$ cat src/rtl/addsub_pipe_nbit_pkg.sv
// Shared constants for the pipelined adder-subtractor.
//   OP_ADD / OP_SUB : encodings of the add_n operation select
//   sat_max(w)      : largest signed w-bit value  (0111...1), w <= 64
//   sat_min(w)      : smallest signed w-bit value (1000...0), w <= 64
package addsub_pipe_nbit_pkg;

    localparam logic OP_ADD = 1'b0;
    localparam logic OP_SUB = 1'b1;

    localparam int MAX_W = 64;

    function automatic logic [MAX_W-1:0] sat_max(input int w);
        sat_max = (64'd1 << (w - 1)) - 64'd1;
    endfunction

    function automatic logic [MAX_W-1:0] sat_min(input int w);
        sat_min = 64'd1 << (w - 1);
    endfunction

endpackage

$ cat src/rtl/rca_nbit.sv
// Plain n-bit ripple-carry adder used for one pipeline slice.
//   a, b  : operand slices
//   c_in  : carry into bit 0
//   s     : slice sum
//   c_out : carry out of bit n-1
module rca_nbit #(
    parameter int n = 4
) (
    input  logic [n-1:0] a,
    input  logic [n-1:0] b,
    input  logic         c_in,
    output logic [n-1:0] s,
    output logic         c_out
);

    logic [n:0] c;

    always_comb begin
        s    = '0;
        c    = '0;
        c[0] = c_in;
        for (int i = 0; i < n; i++) begin
            s[i]   = a[i] ^ b[i] ^ c[i];
            c[i+1] = (a[i] & b[i]) | (c[i] & (a[i] ^ b[i]));
        end
    end

    assign c_out = c[n];

endmodule

$ cat src/rtl/addsub_pipe_nbit.sv
// Pipelined signed/unsigned adder-subtractor resolving SEG bits per stage,
// L = n/SEG stages, valid/ready handshake with full back-pressure.
//   clk, reset_n         : clock, asynchronous active-low reset
//   in_valid / in_ready  : input beat handshake
//   x, y, add_n, sat     : operands, 0=add 1=sub, signed saturation enable
//   out_valid / out_ready: result handshake
//   s, c_out, overflow   : result, MSB carry, signed overflow of raw sum
//   zero                 : s == 0 after saturation
// n must be a multiple of SEG and n <= 64.
module addsub_pipe_nbit
    import addsub_pipe_nbit_pkg::*;
#(
    parameter int n   = 16,
    parameter int SEG = 4
) (
    input  logic         clk,
    input  logic         reset_n,
    input  logic         in_valid,
    output logic         in_ready,
    input  logic [n-1:0] x,
    input  logic [n-1:0] y,
    input  logic         add_n,
    input  logic         sat,
    output logic         out_valid,
    input  logic         out_ready,
    output logic [n-1:0] s,
    output logic         c_out,
    output logic         overflow,
    output logic         zero
);

    localparam int L = n / SEG;
    localparam logic [n-1:0] S_MAX = n'(sat_max(n));
    localparam logic [n-1:0] S_MIN = n'(sat_min(n));

    // Whole pipe moves in lockstep; an empty or draining output frees it.
    logic adv;
    assign adv      = ~out_valid | out_ready;
    assign in_ready = adv;

    genvar k;
    for (k = 1; k <= L; k++) begin : g_stg
        // Width of the inverted-y slices still unprocessed on entry to stage k.
        localparam int YW = n - (k - 1) * SEG;

        // xs carries partial sum in its low (k-1)*SEG bits and the untouched
        // x slices above, so x's MSB is still present at the final stage.
        logic [n-1:0]    xs_i;
        logic [YW-1:0]   yb_i;
        logic            c_i;
        logic            v_i;
        logic            sat_i;
        logic [SEG-1:0]  sl_s;
        logic            sl_co;
        logic [n-1:0]    xs_nx;

        if (k == 1) begin : g_src
            // Subtraction as x + ~y + 1: invert y once, carry-in = 1.
            assign xs_i  = x;
            assign yb_i  = y ^ {n{add_n == OP_SUB}};
            assign c_i   = (add_n == OP_SUB);
            assign v_i   = in_valid;
            assign sat_i = sat;
        end else begin : g_src
            assign xs_i  = g_stg[k-1].g_mid.xs_q;
            assign yb_i  = g_stg[k-1].g_mid.yr_q;
            assign c_i   = g_stg[k-1].g_mid.c_q;
            assign v_i   = g_stg[k-1].g_mid.v_q;
            assign sat_i = g_stg[k-1].g_mid.sat_q;
        end

        rca_nbit #(.n(SEG)) u_rca (
            .a    (xs_i[(k-1)*SEG +: SEG]),
            .b    (yb_i[SEG-1:0]),
            .c_in (c_i),
            .s    (sl_s),
            .c_out(sl_co)
        );

        always_comb begin
            xs_nx = xs_i;
            xs_nx[(k-1)*SEG +: SEG] = sl_s;
        end

        if (k < L) begin : g_mid
            logic [n-1:0]      xs_d, xs_q;
            logic [YW-SEG-1:0] yr_d, yr_q;
            logic              c_d, c_q;
            logic              v_d, v_q;
            logic              sat_d, sat_q;

            always_comb begin
                xs_d  = adv ? xs_nx          : xs_q;
                yr_d  = adv ? yb_i[YW-1:SEG] : yr_q;
                c_d   = adv ? sl_co          : c_q;
                v_d   = adv ? v_i            : v_q;
                sat_d = adv ? sat_i          : sat_q;
            end

            always_ff @(posedge clk or negedge reset_n) begin
                if (!reset_n) begin
                    xs_q  <= '0;
                    yr_q  <= '0;
                    c_q   <= 1'b0;
                    v_q   <= 1'b0;
                    sat_q <= 1'b0;
                end else begin
                    xs_q  <= xs_d;
                    yr_q  <= yr_d;
                    c_q   <= c_d;
                    v_q   <= v_d;
                    sat_q <= sat_d;
                end
            end
        end else begin : g_fin
            logic         xa, yb, r, ovf_raw;
            logic [n-1:0] s_fin;
            logic [n-1:0] s_d, s_q;
            logic         c_d, c_q;
            logic         ovf_d, ovf_q;
            logic         z_d, z_q;
            logic         v_d, v_q;

            always_comb begin
                xa      = xs_i[n-1];
                yb      = yb_i[SEG-1];
                r       = sl_s[SEG-1];
                // Operands of equal sign producing a result of the other sign.
                ovf_raw = (xa & yb & ~r) | (~xa & ~yb & r);
                // On overflow the true result lies beyond the limit on x's side.
                s_fin   = (sat_i & ovf_raw) ? (xa ? S_MIN : S_MAX) : xs_nx;

                s_d     = adv ? s_fin           : s_q;
                c_d     = adv ? sl_co           : c_q;
                ovf_d   = adv ? ovf_raw         : ovf_q;
                z_d     = adv ? (s_fin == '0)   : z_q;
                v_d     = adv ? v_i             : v_q;
            end

            always_ff @(posedge clk or negedge reset_n) begin
                if (!reset_n) begin
                    s_q   <= '0;
                    c_q   <= 1'b0;
                    ovf_q <= 1'b0;
                    z_q   <= 1'b0;
                    v_q   <= 1'b0;
                end else begin
                    s_q   <= s_d;
                    c_q   <= c_d;
                    ovf_q <= ovf_d;
                    z_q   <= z_d;
                    v_q   <= v_d;
                end
            end
        end
    end

    assign out_valid = g_stg[L].g_fin.v_q;
    assign s         = g_stg[L].g_fin.s_q;
    assign c_out     = g_stg[L].g_fin.c_q;
    assign overflow  = g_stg[L].g_fin.ovf_q;
    assign zero      = g_stg[L].g_fin.z_q;

endmodule

$ cat config.mk
export PLATFORM = sky130hd
export DESIGN_NAME = addsub_pipe_nbit
export DESIGN_NICKNAME = d
export VERILOG_FILES = /design/src/rtl/addsub_pipe_nbit_pkg.sv /design/src/rtl/rca_nbit.sv /design/src/rtl/addsub_pipe_nbit.sv
export SDC_FILE = /design/constraint.sdc
export NUM_CORES = 1
export LEC_CHECK = 0
export CAP_MARGIN = 25
export CORE_MARGIN = 1.5
export CORE_UTILIZATION = 40
export DETAILED_ROUTE_END_ITERATION = 16
export HOLD_SLACK_MARGIN = 0.06
export MAX_ROUTING_LAYER = met4
export PLACE_DENSITY = 0.69
export SLEW_MARGIN = 20
export SYNTH_ARGS = -nofsm -noshare
export SYNTH_HDL_FRONTEND = slang
export SYNTH_SLANG_ARGS = --single-unit
$ cat constraint.sdc
create_clock -name clk -period 3.6 [get_ports clk]
set_clock_uncertainty 0.05 [all_clocks]
set_input_delay 0.72 -clock clk [delete_from_list [all_inputs] [get_ports clk]]
set_output_delay 0.72 -clock clk [all_outputs]
set_load 0.005 [all_outputs]
Yosys cells after proc, flatten, opt, wreduce, memory -nomap -nowiden
Index checks and enable logic that the tools add are counted.

word-level totals
  flip-flop bits (word level) = 101

cells by class
  muxes and demuxes = 2
  bitwise logic cells = 91
  reduce and logical (&&, ||, !) cells = 1

operators with widths
  kind              count
  $and 1x1->1       36
  $mux 16           2
  $xor 1x1->1       32
  $or 1x1->1        18
  $logic_not 16->1  1
  $xor 16x16->16    1
  $not 1->1         4

Longest topological paths before layout
Gate-level depths: netlist (run 1).

  depth after elaboration = 14
  mapped depth = 11
  depth with buffers taken out = 10

Hierarchy
Synthesis (run 1) repeated with hierarchy kept, for this count alone.

unflattened totals
  cells, all modules = 351
  area, all modules = 4620.7 µm²

by module, submodules not included
  module            instances  cells each  area an instance (µm²)  sequential area each (µm²)
  addsub_pipe_nbit  1          295         4150.2                  2527.4
  rca_nbit          4          14          117.6                   0.0

Least setup slack after synthesis (run 1)
OpenSTA, ideal clock, no wires.

  path kind = reg-to-reg
  from = reg g_stg[3].g_mid.xs_q[12]
  to = reg g_stg[4].g_fin.s_q[3] (netlist: s[3])
  setup time = 133 ps
  arrival = 2779 ps
  data required time = 3417 ps
  slack = 638 ps
  stages on the path, launching flop included = 12
  path buffers = 1
  period minus slack after synthesis = 2962 ps
  path through = dfrtp_1 fa_1 inv_1 fa_1 inv_1 fa_1 fa_1 mux2_4 and3_1 buf_2 a21oi_1 o21ai_0

between the ends
  word-level cells in the longest chain between the ends = 13

ends and longest elaborated chain
  element                   RTL line                 source
  start: declaration        addsub_pipe_nbit.sv:86   logic [n-1:0] xs_d, xs_q;
  start signal: assignment  addsub_pipe_nbit.sv:108  xs_q <= xs_d;
  $xor 1x1->1               rca_nbit.sv:24           c[i+1] = (a[i] & b[i]) | (c[i] & (a[i] ^ b[i]));
  $and 1x1->1               rca_nbit.sv:24
  $or 1x1->1 *              rca_nbit.sv:24
  $and 1x1->1 *             rca_nbit.sv:24
  $or 1x1->1 *              rca_nbit.sv:24
  $and 1x1->1 *             rca_nbit.sv:24
  $or 1x1->1 *              rca_nbit.sv:24
  $xor 1x1->1 *             rca_nbit.sv:23           s[i] = a[i] ^ b[i] ^ c[i];
  $not 1->1                 addsub_pipe_nbit.sv:129  ovf_raw = (xa & yb & ~r) | (~xa & ~yb & r);
  $and 1x1->1               addsub_pipe_nbit.sv:129
  $or 1x1->1 *              addsub_pipe_nbit.sv:129
  $and 1x1->1 *             addsub_pipe_nbit.sv:131  s_fin = (sat_i & ovf_raw) ? (xa ? S_MIN : S_MAX) : xs_nx;
  $mux 16 *                 addsub_pipe_nbit.sv:131
  end signal: assignment    addsub_pipe_nbit.sv:142  s_q <= '0;
  end signal: assignment    addsub_pipe_nbit.sv:148  s_q <= s_d;
  end: declaration          addsub_pipe_nbit.sv:118  logic [n-1:0] s_d, s_q;

Mark *: on every way between the ends. The rest lies on a longest branch, timed or not.
A chain may end at the register's enable or synchronous reset.

Worst setup path in the final report (run 1)
  from = reg g_stg[3].g_mid.xs_q[12]
  to = reg g_stg[4].g_fin.z_q (netlist: zero)

between the ends
  word-level cells in the longest chain between the ends = 14

ends and longest elaborated chain
  element                 RTL line                        source
  $xor 1x1->1             rca_nbit.sv:23, rca_nbit.sv:24
  $and 1x1->1             rca_nbit.sv:24
  $or 1x1->1              rca_nbit.sv:24
  $and 1x1->1             rca_nbit.sv:24
  $or 1x1->1              rca_nbit.sv:24
  $and 1x1->1             rca_nbit.sv:24
  $or 1x1->1              rca_nbit.sv:24
  $xor 1x1->1             rca_nbit.sv:23
  $not 1->1               addsub_pipe_nbit.sv:129
  $and 1x1->1             addsub_pipe_nbit.sv:129
  $or 1x1->1              addsub_pipe_nbit.sv:129
  $and 1x1->1             addsub_pipe_nbit.sv:131
  $mux 16 *               addsub_pipe_nbit.sv:131
  $logic_not 16->1 *      addsub_pipe_nbit.sv:136         z_d = adv ? (s_fin == '0) : z_q;
  end signal: assignment  addsub_pipe_nbit.sv:151         z_q <= z_d;
  end: declaration        addsub_pipe_nbit.sv:121         logic z_d, z_q;

Marks and branches as above.

==> out/metrics.csv, run 1 <==
metric;value;unit
mostFrequentLayoutCell;nand2_1;
cts_resized;0;
final_cell_mix;nand2_1, dfrtp_1, clkdlybuf4s50_1, o21ai_0, inv_1;
num_vias;2977;
start_util;40.9;%
ys_ff_latch;101;
critPathCaptureType;flop;
pwr_density_cell;813;nW/um^2
p_sw;1.54;mW
post-route-drc-count;0;
path_clk_slew;0.09;ns
fin_crit;3.25;ns
syn2layout_area_growth;20.3;%
top_usage_layer;met2;
syn_area;4410;um^2
power_switching_share;35.7;%
core;10800;um^2
comb_power_share;37.4;%
start_kind;flop;
ir_drop;0.000287;V
cts_sinks;101;
p_clk_share;18.0;%
netlist_instances;467;
cts_buffers;9;
p_seq_share;44.6;%
setup_ws;0.349;ns
detail_route.wl_per_cell;12.0;um
vias_per_cell;4.52;
antenna_left;0;
crit_type;flop to flop;
seq_area_frac_synth;57.3;%
cap_violations;0;
post-dp-hpwl;5340;um
grt_use_met3;2.71;%
die-area;11700;um^2
fp-row-count;38;
tns;0;ns
clock_latency;0.37;ns
synthTopCellsByArea;dfrtp_1, nand2_1, fa_1, o21ai_0, xnor2_1;
critical_path.startpoint;g_stg[3].g_mid.xs_q[12];
wirelength;7890;um
endpoint;zero;
place_congestion;0.834;
worstPathMaxFanout;13;
cts_tree;done;
die_y;108;um
max_freq;308;MHz
grt_pass1_wl;13800;um
numPortBuffers;58;
hold_class;primary input to asynchronous set/reset pin;
leakagePower;2.53;nW
grtUsageMet1;20.3;%
htreeDepth;3;
drtIter0Drc;131;
timing.rr.end;zero;
track_usage;15.7;%
multi_input_area;1680;um^2
cts_root_buf;clkbuf_8;
syn_nets;522;
cts_setup_buffers;0;
place_ws;0.357;ns
r2r_cells;10;
grt_max_degree;104;
ios;59;
drive_gt1_share;5.20;%
p_int;2.77;mW
grt-ovfl-total;0;
synth_area_leader_cell;dfrtp_1;
n_fill_cell;1043;
slew_violations;0;
cp.arrival;3.46;ns
worstMarginPinSlew;0.924;ns
period_share;90.3;%
timing.rr.start;g_stg[3].g_mid.xs_q[12];
rrSetupSlack;0.35;ns
ff_latch_area;2530;um^2
antenna_found_initial;0;
use_met2;24.5;%
grt_pass1_vias;2974;
synth_top_cell_area_share;57.3;%
yosys_warnings;0;
setup_viol;0;
n_antenna_cell;0;
clockBufferDepth;2;
relSlewSlack;38.4;%
holdBufCountCts;0;
hold_viol;0;
nets;570;
fp.dieW;108;um
rsz0062_at_grt;false;
outcome;finished clean;
drt_pre_antenna_iters;4;
postSynthAreaPerCell;9.44;um^2
synth_cell_type_count;28;
crit_required;3.81;ns
critical path, stage by stage (launching register included):
cell and delay, ns:
dfrtp_1 0.41, fa_1 0.41, inv_1 0.07, fa_1 0.17, inv_1 0.05, fa_1 0.37, fa_1 0.56, mux2_4 0.34
nand2_1 0.30, o41ai_2 0.15, a32o_1 0.26
power by group through the flow:
| stage | Combinational, mW | Clock [mW] | Sequential, mW |
|---|---|---|---|
| 2_1_floorplan | 1.09 | 0 | 1.90 |
| 4_1_cts | 1.64 | 0.792 | 1.93 |
| 5_1_grt | 1.89 | 0.834 | 1.99 |
| 3_3_place_gp | 1.58 | 0 | 1.94 |
| 3_5_place_dp | 1.63 | 0 | 1.95 |
| 6_report | 1.61 | 0.775 | 1.92 |
layer usage:
layer  up-vias  wire length, um
met5         -                0
met3        10              259
met4         0              144
li1       1548                -
met2        46             3700
met1      1373             3780
synthesized netlist by cell type (all sizes together):
| cell | n |
|---|---|
| nand2 | 194 |
| o41ai | 1 |
| clkbuf | 15 |
| a32o | 1 |
| nor4 | 1 |
| o21ai | 42 |
| buf | 11 |
| inv | 25 |
| xor2 | 4 |
| nand2b | 1 |
| and2 | 1 |
| a31oi | 1 |
| nand3 | 1 |
| mux2 | 2 |
| nor2 | 12 |
| or4 | 2 |
| ha | 2 |
| dfrtp | 101 |
| o31ai | 1 |
| and3 | 2 |
| xnor2 | 12 |
| fa | 15 |
| a21oi | 19 |
| nor2b | 1 |
logic make-up (layout without fill, tap and decap cells):
group	Yosys count	count (layout)	synth area share, %
compound gates	65	65	7.83
xor+xnor	16	16	3.18
fa+ha+maj	17	17	7.38
buf+inv	51	103	4.71
flops	101	101	57.3
mux	2	2	0.596
simple gates	215	215	19.0
final cells by class:
class | count | area share [%]
repair buffers | 63 | 11.6
clock buffers | 10 | 2.41
flip-flops and latches | 101 | 47.6
well taps | 140 | 3.30
clock inverters | 5 | 1.60
multi-input cells | 315 | 31.7
inverters | 25 | 1.77
flip-flops by register name, summed over array words and instances (netlist names):
signal and cells:
c_out 1, g_stg.g_mid.c_q 3, g_stg.g_mid.yr_q 24, overflow 1, g_stg.g_mid.sat_q 3, out_valid 1
g_stg.g_mid.v_q 3, zero 1, s 16, g_stg.g_mid.xs_q 48
worst min-delay path by stage:
stage	from	endpoint	slack, ns	cells after the start
after floorplan	reset_n	c_out	0.37	0
after global routing	reset_n	g_stg[1].g_mid.xs_q[13]	0.38	1
after CTS	reset_n	g_stg[3].g_mid.xs_q[8]	0.35	1
final	reset_n	g_stg[1].g_mid.yr_q[2]	0.31	1
after global placement	g_stg[3].g_mid.v_q	g_stg[3].g_mid.v_q	0.39	2
after detailed placement	g_stg[1].g_mid.v_q	g_stg[1].g_mid.v_q	0.40	2
per-stage QoR:
stage	hold WS [ns]	instance area (um^2)	utilization [%]	cells	power, mW
floorplan	0.374	4410	-	467	2.99
global placement	0.392	5090	47.2	644	3.52
global route	0.379	5310	49.2	659	4.72
finish	0.313	5310	49.2	659	4.31
CTS	0.349	5310	49.2	659	4.36
detailed placement	0.405	5090	47.2	644	3.58
Power figures use the tool's default switching activity.
==> run 2, diff against run 1 <==
--- a/config.mk
+++ b/config.mk
@@ -8,6 +8,7 @@
 export CAP_MARGIN = 25
 export CORE_MARGIN = 1.5
 export CORE_UTILIZATION = 40
+export CTS_CLUSTER_DIAMETER = 100
 export DETAILED_ROUTE_END_ITERATION = 16
 export HOLD_SLACK_MARGIN = 0.06
 export MAX_ROUTING_LAYER = met4
==> results of run 2 <==
Same layout as run 1: the final DEF is identical, and so are final timing and power.
